<file path="config.mk">
export PLATFORM = sky130hd
export DESIGN_NAME = decode_stage
export DESIGN_NICKNAME = d
export VERILOG_FILES = /design/src/rtl/decode_stage.sv
export SDC_FILE = /design/constraint.sdc
export NUM_CORES = 1
export LEC_CHECK = 0
export ABC_CLOCK_PERIOD_IN_PS = 5500
export CAP_MARGIN = 25
export CORE_MARGIN = 2
export CORE_UTILIZATION = 30
export DETAILED_ROUTE_END_ITERATION = 7
export GPL_TIMING_DRIVEN = 0
export PLACE_DENSITY = 0.65
export SETUP_SLACK_MARGIN = 0.1
export SYNTH_ARGS = -nofsm -noshare
export SYNTH_HDL_FRONTEND = slang
export SYNTH_SLANG_ARGS = --single-unit
</file>
<file path="constraint.sdc">
create_clock -name clk -period 5.5 [get_ports clk]
set_clock_uncertainty 0.2 [all_clocks]
set_input_delay 0.55 -clock clk [delete_from_list [all_inputs] [get_ports clk]]
set_output_delay 0.55 -clock clk [all_outputs]
set_load 0.01 [all_outputs]
</file>
<file path="src/rtl/decode_stage.sv">
// Decode stage: classifies instructions, resolves register hazards with a per-register pending scoreboard, registers operands.
// Latency: exactly 1 cycle from issue (in_valid && in_ready) to out_valid.
// Backpressure: in_ready drops on a full output slot, a hazard, flush or reset; the output register holds while out_ready=0.
module decode_stage #(
  parameter int DATA_W = 16,
  parameter int ADDR_W = 4
) (
  input  logic              clk,
  input  logic              rst,
  input  logic              in_valid,
  input  logic [DATA_W-1:0] in_instr,
  output logic              in_ready,
  output logic [ADDR_W-1:0] rf_addr_r1,
  output logic [ADDR_W-1:0] rf_addr_r2,
  input  logic [DATA_W-1:0] rf_data_r1,
  input  logic [DATA_W-1:0] rf_data_r2,
  input  logic              wb_en,
  input  logic [ADDR_W-1:0] wb_addr,
  input  logic              flush,
  output logic              out_valid,
  input  logic              out_ready,
  output logic [3:0]        out_op,
  output logic [ADDR_W-1:0] out_rd,
  output logic [DATA_W-1:0] out_a,
  output logic [DATA_W-1:0] out_b,
  output logic              out_we,
  output logic [15:0]       stall_cnt
);

  localparam int NREG = 1 << ADDR_W;

  typedef struct packed {
    logic [3:0]        op;
    logic [ADDR_W-1:0] rd;
    logic [DATA_W-1:0] a;
    logic [DATA_W-1:0] b;
    logic              we;
  } hdr_t;

  logic [3:0]        dec_op;
  logic [ADDR_W-1:0] dec_rd;
  logic [ADDR_W-1:0] dec_rs;
  logic [ADDR_W-1:0] dec_rt;
  logic              dec_reads_rs;
  logic              dec_reads_rt;
  logic              dec_we;
  logic              dec_imm;
  hdr_t              dec_hdr;
  hdr_t              out_hdr;
  logic [NREG-1:0]   pending;
  logic [NREG-1:0]   pending_nxt;
  logic              hazard;
  logic              slot_free;
  logic              issue;

  assign dec_op = in_instr[15:12];
  assign dec_rd = in_instr[11:8];
  assign dec_rs = in_instr[7:4];
  assign dec_rt = in_instr[3:0];

  assign rf_addr_r1 = dec_rs;
  assign rf_addr_r2 = dec_rt;

  // Opcode class decode: which sources are read, whether rd is written, whether B is the immediate
  always_comb begin
    dec_reads_rs = 1'b0;
    dec_reads_rt = 1'b0;
    dec_we       = 1'b0;
    dec_imm      = 1'b0;
    case (dec_op)
      4'h8: begin dec_reads_rs = 1'b1; dec_we = 1'b1; dec_imm = 1'b1; end
      4'h9: begin dec_reads_rs = 1'b1; dec_reads_rt = 1'b1; dec_imm = 1'b1; end
      4'hA: begin dec_reads_rs = 1'b1; dec_we = 1'b1; dec_imm = 1'b1; end
      4'hB: begin dec_reads_rs = 1'b1; dec_reads_rt = 1'b1; end
      4'hC, 4'hD, 4'hE, 4'hF: begin end
      default: begin dec_reads_rs = 1'b1; dec_reads_rt = 1'b1; dec_we = 1'b1; end
    endcase
  end

  // Operand assembly for the output register; the 4-bit immediate sits in the rt field
  always_comb begin
    dec_hdr    = '0;
    dec_hdr.op = dec_op;
    dec_hdr.rd = dec_rd;
    dec_hdr.a  = rf_data_r1;
    dec_hdr.b  = dec_imm ? {{(DATA_W-4){in_instr[3]}}, in_instr[3:0]} : rf_data_r2;
    dec_hdr.we = dec_we;
  end

  assign hazard    = in_valid && ((dec_reads_rs && pending[dec_rs]) ||
                                  (dec_reads_rt && pending[dec_rt]) ||
                                  (dec_we && pending[dec_rd]));
  assign slot_free = !out_valid || out_ready;
  assign in_ready  = slot_free && !hazard && !flush && !rst;
  assign issue     = in_valid && in_ready;

  // Scoreboard next state: clears from writeback and flush first, so a same-cycle issue set wins
  always_comb begin
    pending_nxt = pending;
    if (wb_en) pending_nxt[wb_addr] = 1'b0;
    if (flush && out_valid && out_hdr.we) pending_nxt[out_hdr.rd] = 1'b0;
    if (issue && dec_we) pending_nxt[dec_rd] = 1'b1;
  end

  // Pending register state
  always_ff @(posedge clk) begin
    if (rst) pending <= '0;
    else     pending <= pending_nxt;
  end

  // Output register: flush squashes, issue loads, a free slot with no issue becomes a bubble, otherwise hold
  always_ff @(posedge clk) begin
    if (rst) begin
      out_valid <= 1'b0;
      out_hdr   <= '0;
    end else if (flush) begin
      out_valid <= 1'b0;
    end else if (issue) begin
      out_valid <= 1'b1;
      out_hdr   <= dec_hdr;
    end else if (slot_free) begin
      out_valid <= 1'b0;
    end
  end

  // Saturating count of cycles lost to hazards
  always_ff @(posedge clk) begin
    if (rst)                             stall_cnt <= '0;
    else if (hazard && stall_cnt != '1) stall_cnt <= stall_cnt + 16'd1;
  end

  assign out_op = out_hdr.op;
  assign out_rd = out_hdr.rd;
  assign out_a  = out_hdr.a;
  assign out_b  = out_hdr.b;
  assign out_we = out_hdr.we;

endmodule

</file>
==> results of run 1 <==
[layer usage]
layer / global-route usage [%] / share of wire (%) / vias up
met5: 0 / 0 / -
met4: 6.548 / 2.2 / 0
met3: 3.017 / 5.6 / 24
met2: 29.99 / 48 / 147
met1: 22.46 / 44 / 1824
li1: - / - / 1879
[logic make-up after synthesis]
kind of cell,after synthesis,share of synthesized area (%)
compound gates,84,16.38
xor+xnor,7,1.550
fa+ha+maj,1,0.3162
buf+inv,43,6.515
flops,74,37.44
mux,31,10.85
simple gates,213,26.94
[cells in the mapped netlist (6+ instances only)]
library cell | count | area (um^2)
sky130_fd_sc_hd__buf_4 | 10 | 75.07
sky130_fd_sc_hd__nor3_1 | 17 | 85.08
sky130_fd_sc_hd__mux2i_1 | 17 | 170.2
sky130_fd_sc_hd__a21oi_2 | 19 | 166.4
sky130_fd_sc_hd__nor2_1 | 42 | 157.7
sky130_fd_sc_hd__clkbuf_1 | 12 | 45.04
sky130_fd_sc_hd__nand3_1 | 17 | 85.08
sky130_fd_sc_hd__inv_1 | 8 | 30.03
sky130_fd_sc_hd__a21oi_1 | 10 | 50.05
sky130_fd_sc_hd__buf_2 | 9 | 45.04
sky130_fd_sc_hd__and4_1 | 6 | 52.55
sky130_fd_sc_hd__mux4_2 | 9 | 202.7
sky130_fd_sc_hd__nand2_1 | 61 | 229.0
sky130_fd_sc_hd__a211oi_1 | 17 | 127.6
sky130_fd_sc_hd__o21ai_1 | 9 | 45.04
sky130_fd_sc_hd__nor2b_1 | 12 | 75.07
sky130_fd_sc_hd__nand4_1 | 12 | 75.07
sky130_fd_sc_hd__dfxtp_1 | 74 | 1481
sky130_fd_sc_hd__xnor2_1 | 6 | 52.55
sky130_fd_sc_hd__o2111ai_1 | 8 | 70.07
sky130_fd_sc_hd__nand2b_1 | 7 | 43.79
sky130_fd_sc_hd__nand2_2 | 20 | 125.1
[worst reg2reg max path, stage by stage, from the launching register on]
cell                        delay, ns
sky130_fd_sc_hd__dfxtp_1         0.42
sky130_fd_sc_hd__mux2i_1         0.10
sky130_fd_sc_hd__mux4_2          0.52
sky130_fd_sc_hd__a2111oi_4       0.43
sky130_fd_sc_hd__a211oi_2        0.08
sky130_fd_sc_hd__buf_6           0.16
sky130_fd_sc_hd__nor3_2          0.29
sky130_fd_sc_hd__and4_1          0.24
sky130_fd_sc_hd__mux2_1          0.31
[layout make-up]
class                      count  area share [%]
multi-input combinational    336           38.70
timing repair buffer         122           21.23
clock inverter                 6           2.031
sequential                    74           25.86
tap                          172           3.756
clock buffer                   9           3.931
inverter                       8          0.5241
buffer                        35           3.975
[how the worst max path moves through the flow]
| stage | slack, ns | endpoint | from |
|---|---|---|---|
| after detailed placement | 1.53 | in_ready | in_instr[4] |
| after global routing | 1.36 | in_ready | in_instr[4] |
| after CTS | 1.53 | in_ready | in_instr[4] |
| final | 1.53 | in_ready | in_instr[4] |
| after global placement | 1.54 | in_ready | in_instr[4] |
| after floorplan | 2.43 | stall_cnt[13]$_SDFFE_PP0P_ | in_instr[8] |
[report_power, final]
group	internal [mW]	switching, mW
sequential	0.550	0.0103
clock	0.443	0.237
combinational	0.100	0.0963
total	1.09	0.344
[through the flow]
stage          instance area (um^2)  hold slack [ns]  power [mW]
2_1_floorplan                  3956           0.2586      0.6626
3_3_place_gp                   5383           0.2443      0.7659
3_5_place_dp                   5383           0.2503      0.7680
4_1_cts                        5724           0.2600       1.447
5_1_grt                        5729           0.2731       1.488
6_report                       5729           0.2589       1.437
[registers in the layout, indices dropped and copies added (netlist names)]
| register | cells |
|---|---|
| out_we | 1 |
| out_op | 4 |
| out_b | 16 |
| out_a | 16 |
| pending | 16 |
| out_valid | 1 |
| stall_cnt | 16 |
| out_rd | 4 |
==> summary by stage, run 1 <==
Floorplanning
The vertical die dimension is 118.8 um. The core region is 0.01272 mm^2. The effective utilization at floorplan is 31.10%.

The full die area is 0.01412 mm^2. The number of top-level design ports is 125. The number of standard-cell rows in the floorplan is between 40 and 50. In this run the horizontal extent of the chip is 118.8 um.

Final layout
The most common cell after layout, fill and taps aside is sky130_fd_sc_hd__clkdlybuf4s50_1. The number of inserted diodes is 0. In the layout the commonest cells are sky130_fd_sc_hd__clkdlybuf4s50_1, sky130_fd_sc_hd__dfxtp_1, sky130_fd_sc_hd__nand2_1. Cells fill 45.03% of the core in the end. The count of placed standard cells in the final layout, fillers left out is 762. The number of fill cells is roughly 1300. The number of nets in the finished design is about 650. The share of post-route cells with drive strength above 1 is between 15 and 20%. From synthesis to final layout, the design area changed by 44.81%.

Registers take 0.001481 mm^2. The multi-input gate area in the final layout is 0.002217 mm^2.

Worst setup path
The endpoint identified for the worst register-to-register timing path is stall_cnt[5]$_SDFFE_PP0P_. The data required time at the worst endpoint is 4.75 ns. The delay of the slowest critical-path stage is 0.65 ns. The slack of the worst reg-to-reg path is 2.64 ns.

STA classifies the critical path startpoint as an input pin. The standard cell with the maximum stage delay on the critical path is sky130_fd_sc_hd__clkdlybuf4s50_1. The biggest fanout along the worst timing path is 5. The category of the worst setup path capture point is an output pin. The instance count on the critical path is 7. In this run the critical register-to-register path is launched from pending[14]$_SDFF_PP0_. Traced cell by cell, the critical path runs through clkdlybuf4s50_1 -> mux4_2 -> mux2i_1 -> mux2i_1 -> a211o_1 -> a21boi_0 -> clkdlybuf4s50_1. On the critical path the largest part of the delay comes from buffers and inverters. Together, buffers and inverters on the worst path number 2.

The number of cell instances on the worst register-to-register path is 8. The critical path start-end classification is in -> out. The endpoint arrival time on the critical path is 3.22 ns.

Place
Timing analysis after detailed placement gives a worst setup slack of 1.531 ns. Counting tap cells, the placed design contains a total of 746 instances. The congestion estimate from routability-driven global placement came to 0.8469.

During placement, the flow inserted port buffers numbering 121. The estimated wirelength of the detail-placed design is 9567 um.

Logic synthesis
The post-synthesis average cell area is 8.734 um^2. The number of nets in the synthesized netlist is 512. Counting flops and latches in the post-synthesis netlist gives 74. For this run, the register share of the synthesized area comes to 37.44%. The number of library cell types mapped by synthesis is 47. For this run, the number of Yosys warnings is 0. Summing every instance area after synthesis gives between 0.003 and 0.004 mm^2. Counting every instance in the synthesized netlist gives 453.

The number of enable flip-flop cells after synthesis is 0. The proportion of register bits with asynchronous set or reset after synthesis is 0%. The most used flip-flop cell after synthesis is sky130_fd_sc_hd__dfxtp_1.

STA
The routed design could run at a clock period as short as 3.969 ns. The worst-margin pin slew is 0.6737 ns. Of the available clock period, the critical path in the final layout requires 72.16%.

The maximum operating frequency is 252.0 MHz. In this run the tightest slew margin relative to its limit is 55.09%. The setup total negative slack is 0 ns. The final number of setup-violating endpoints is 0. The number of max-slew violations in the final report is 0.

The final hold violation count is 0. Setup repair after global routing left no endpoint under its margin. In the post-route analysis, the smallest setup slack over all paths is 1.531 ns.

Route
For this run, the detailed router's first-pass iteration total came to 5. The routed wirelength normalized by instance count is 16.20 um. The total via count in the routed design is 3874. The count of routing violations after the opening detailed-route iteration is ~280. The routed design has approximately 12000 um of wire. The remaining design rule violation count is 0. The remaining antenna violation count is 0. Dividing the detail-routed via count by the number of cells gives 5.084.

Power
The analysis attributes to cell leakage a power of 1.972 nW. In this run the power density over the cells is 250.8 mW/mm^2. The worst-case IR drop observed on VDD is 0.1361 mV.

Min path
The worst-case hold path end point is out_op[3]$_SDFFE_PP0P_. The min-delay analysis places its worst path in the category reg -> reg. The beginning of the worst hold path is out_op[3]$_SDFFE_PP0P_.

The count of cells along the worst hold path is 2.

Global routing
The first global-routing pass estimated 20130 um of wire. The via count of the first global-routing pass is 3885. In the global route stage, overall resource usage came out at between 10% and 20%.

The largest net degree at the start of global routing is 14. The number of antenna violations at the first check in global routing is 0. The overflow left after global routing is 0.

Clock tree
For the worst-skew pair, the clock arrives at the later sink with an insertion delay of 0.34 ns. The number of buffers added for setup after CTS is 0. The tree built by TritonCTS fans out to 74 sinks. The cell sitting at the root of the clock tree is a sky130_fd_sc_hd__clkbuf_16. The H-tree was split into 3 levels. TritonCTS built the clock tree. TritonCTS created 9 clock buffers. The clock slew seen by the registers of the worst setup and hold paths is 0.06 ns. After clock tree synthesis, the repair step resized 0 gates.

The number of buffers inserted by hold repair at cts is 0. Counting along the longest clock path gives a buffer depth of 2.

Status
The flow ran to the end, and the final reports show no timing, DRC or antenna violations.

Job
The max-capacitance violation count is 0.
No activity file was read; power rests on OpenSTA's default activity.
==> inputs of run 2 (changes only) <==
--- a/config.mk
+++ b/config.mk
@@ -5,7 +5,7 @@
 export SDC_FILE = /design/constraint.sdc
 export NUM_CORES = 1
 export LEC_CHECK = 0
-export ABC_CLOCK_PERIOD_IN_PS = 5500
+export ABC_CLOCK_PERIOD_IN_PS = 3800
 export CAP_MARGIN = 25
 export CORE_MARGIN = 2
 export CORE_UTILIZATION = 30
==> constraint.sdc (replaced) <==
create_clock -name clk -period 3.8 [get_ports clk]
set_clock_uncertainty 0.2 [all_clocks]
set_input_delay 0.38 -clock clk [delete_from_list [all_inputs] [get_ports clk]]
set_output_delay 0.38 -clock clk [all_outputs]
set_load 0.01 [all_outputs]
==> run 2 against run 1 <==
Largest power group unchanged. Critical path type unchanged. Sequential power up 45%. Critical endpoint unchanged. Final cell count unchanged. Global-route usage is the same.
==> summary by stage, run 2 (synthesized netlist as in run 1, its figures left out) <==
Status
The flow ran to the end, and the final reports show no timing, DRC or antenna violations.

Floorplanning
The number of top-level design ports came to 125 (unchanged). The full die area was 0.01412 mm^2 (unchanged). The area inside the core boundary is 0.01272 mm^2 (unchanged).

The horizontal die dimension is 118.8 um (unchanged). The number of standard-cell rows in the floorplan is 41 (unchanged). The effective utilization at floorplan came to 31.10% (unchanged).

The vertical die dimension is 118.8 um (unchanged).

STA
The headroom to the max-slew limit is 55.08% (about the same). The setup total negative slack is 0 ns (unchanged). The setup slack after layout is 0.2843 ns (-1.247 ns).

The final number of setup-violating endpoints is 0 (unchanged). The number of max-slew violations in the final report is 0 (unchanged). The final hold violation count came to 0 (unchanged). Subtracting the final worst setup slack from the clock period gives 3.516 ns. The final critical-path share of the clock period is 92.52%. Setup repair after global routing left no endpoint under its margin.

The worst-margin pin slew is 0.6738 ns (+0.00007510 ns). The maximum operating frequency is 284.4 MHz. The worst hold slack was 0.2594 ns (+0.0004980 ns).

Route
The total via count in the routed design is 3878 (+0.10%). The count of routing violations after the opening detailed-route iteration is 266 (-5.3%). The number of detailed-routing iterations run before antenna repair is 5 (unchanged).

The wire length reported by the detailed router is 12330 um (-0.15%). The topmost layer with routed signal wires is met4. The remaining design rule violation count is 0 (unchanged).

The met2 wire length is 6031 um (+0.82%). The wire length the detailed router placed on met1 came to 5310 um (-1.8%). The remaining antenna violation count is 0 (unchanged).

The met3 wire length was 734 um (+7.0%). The routed wirelength normalized by instance count is 16.18 um (-0.15%). The via count normalized by instance count came to 5.089 (+0.10%).

Worst setup path
The critical path start-end classification is in -> out. The endpoint arrival time on the critical path was 2.94 ns (-0.28 ns). The largest individual stage delay along the critical path comes from the cell sky130_fd_sc_hd__clkdlybuf4s50_1. The critical path goes through clkdlybuf4s50_1 -> nor2_1 -> a32o_1 -> a2111oi_4 -> a211o_1 -> a21boi_0 -> clkdlybuf4s50_1. The biggest fanout along the worst timing path is 8 (+3). The cell type group with the largest total delay on the critical path is buffers and inverters. The number of cell instances on the worst register-to-register path is 8 (unchanged).

In this design, the critical path's most frequently occurring cell is sky130_fd_sc_hd__clkdlybuf4s50_1. The worst setup path is launched from an input pin. The delay of the slowest critical-path stage came to 0.64 ns (about the same). The instance count on the critical path is 7 (unchanged).

The critical path buffer and inverter count is 2 (unchanged). The data required time at the worst endpoint is 3.22 ns (-1.53 ns). The worst setup path is captured at an output pin.

Clock tree
The total number of clock tree sinks is 74 (unchanged). The largest buffer count on any clock path came to 2 (unchanged). The count of cells resized by post-cts repair came to 0 (unchanged). TritonCTS built the clock tree. The number of buffers added for setup after CTS is 0 (unchanged). The clock slew seen by the registers of the worst setup and hold paths came to 0.06 ns (about the same). CTS placed an instance of sky130_fd_sc_hd__clkbuf_16 at the clock tree root. The clock latency on the worst-skew pair was 0.34 ns (about the same). The number of H-tree branching levels is 3 (unchanged). The number of buffers inserted by hold repair at cts was 0 (unchanged). The number of buffers added by the clock tree synthesis step is 9 (unchanged).

Final layout
The signed area change from the synthesized netlist to the final layout is 44.94% (about the same). The share of post-route cells with drive strength above 1 is 16.44% (unchanged). The top cell types in the final layout, fill and taps aside, are sky130_fd_sc_hd__clkdlybuf4s50_1, sky130_fd_sc_hd__dfxtp_1, sky130_fd_sc_hd__nand2_1. The number of nets in the finished design came to 645 (unchanged). The final core area utilization is 45.07% (about the same). The number of fill cells was 1302 (+0.077%). The final design area excluding fillers was 0.005734 mm^2 (about the same). The most common cell after layout, fill and taps aside is sky130_fd_sc_hd__clkdlybuf4s50_1. The number of inserted diodes is 0 (unchanged). The count of placed standard cells in the final layout, fillers left out is 762 (unchanged).

Global routing
The overflow left after global routing was 0 (unchanged). The wire length of the first global-routing pass is 20130 um (unchanged). The number of antenna violations at the first check in global routing is 0 (unchanged). The overall routing resource usage is 17.68% (unchanged). The via count of the first global-routing pass came to 3885 (unchanged). The largest net degree at the start of global routing is 14 (unchanged).

Place
The total instance count after detailed placement is 746 (unchanged). The last weighted congestion value of the routability-driven placer is 0.8469 (unchanged). The estimated wirelength of the detail-placed design is 9567 um (unchanged). The count of input and output buffers is 121 (unchanged). The post-placement setup slack is 0.1705 ns (-1.360 ns). The instance area at placement was 0.005383 mm^2 (unchanged).

Job
The max-capacitance violation count was 0 (unchanged).

Power
The worst ir drop on vdd is 0.1960 mV (+44%). The power density over the cells is 362.1 mW/mm^2 (+44%). The leakage power summed over all cells is 1.990 nW (+0.93%). The overall power is 2.077 mW (+45%).

Min path
The worst hold path belongs to the class reg -> reg. The count of cells along the worst hold path is 2 (unchanged).
-- run 2: changes by cell type in the layout (fill, tap and decap cells not counted) --
cell	before	now
sky130_fd_sc_hd__dlymetal6s2s_1	0	2
sky130_fd_sc_hd__clkdlybuf4s50_1	121	119
-- run 2: area by class of cell --
class	count	area [um^2]	area share, %
multi-input combinational	336	2217	38.66
timing repair buffer	122	1221	21.30
clock buffer	9	225.2	3.928
inverter	8	30.03	0.5237
sequential	74	1481	25.83
tap	172	215.2	3.753
clock inverter	6	116.4	2.029
buffer	35	227.7	3.971
-- run 2: worst register-to-register path: cells and delay by family (launching register included) --
family	cells	cell delay, ns
flip-flops	1	0.41
buffers and inverters	1	0.16
AND/OR/NAND/NOR	2	0.53
multiplexers	3	0.93
AO/OA/AOI/OAI	2	0.51
-- run 2: path summary, 6_finish.rpt --
check	from	endpoint	slack (ns)
worst max-delay path	in_instr[11]	in_ready	0.28
worst min register to register	out_op[3]$_SDFFE_PP0P_	out_op[3]$_SDFFE_PP0P_	0.26
worst min-delay path	out_op[3]$_SDFFE_PP0P_	out_op[3]$_SDFFE_PP0P_	0.26
worst max register to register	pending[12]$_SDFF_PP0_	stall_cnt[13]$_SDFFE_PP0P_	0.95
-- run 2: power by group --
part | internal, mW | switching (mW) | total [mW] | leakage (nW)
Clock | 0.641 | 0.341 | 0.982 | 0.166
Sequential | 0.796 | 0.0149 | 0.811 | 0.599
Combinational | 0.145 | 0.139 | 0.284 | 1.23
Total | 1.58 | 0.495 | 2.08 | 1.99
-- run 2: per-layer routing --
metal / global-route usage [%] / up-vias
li1: - / 1879
met1: 22.46 / 1833
met2: 29.99 / 143
met3: 3.017 / 23
met4: 6.548 / 0
met5: 0 / -
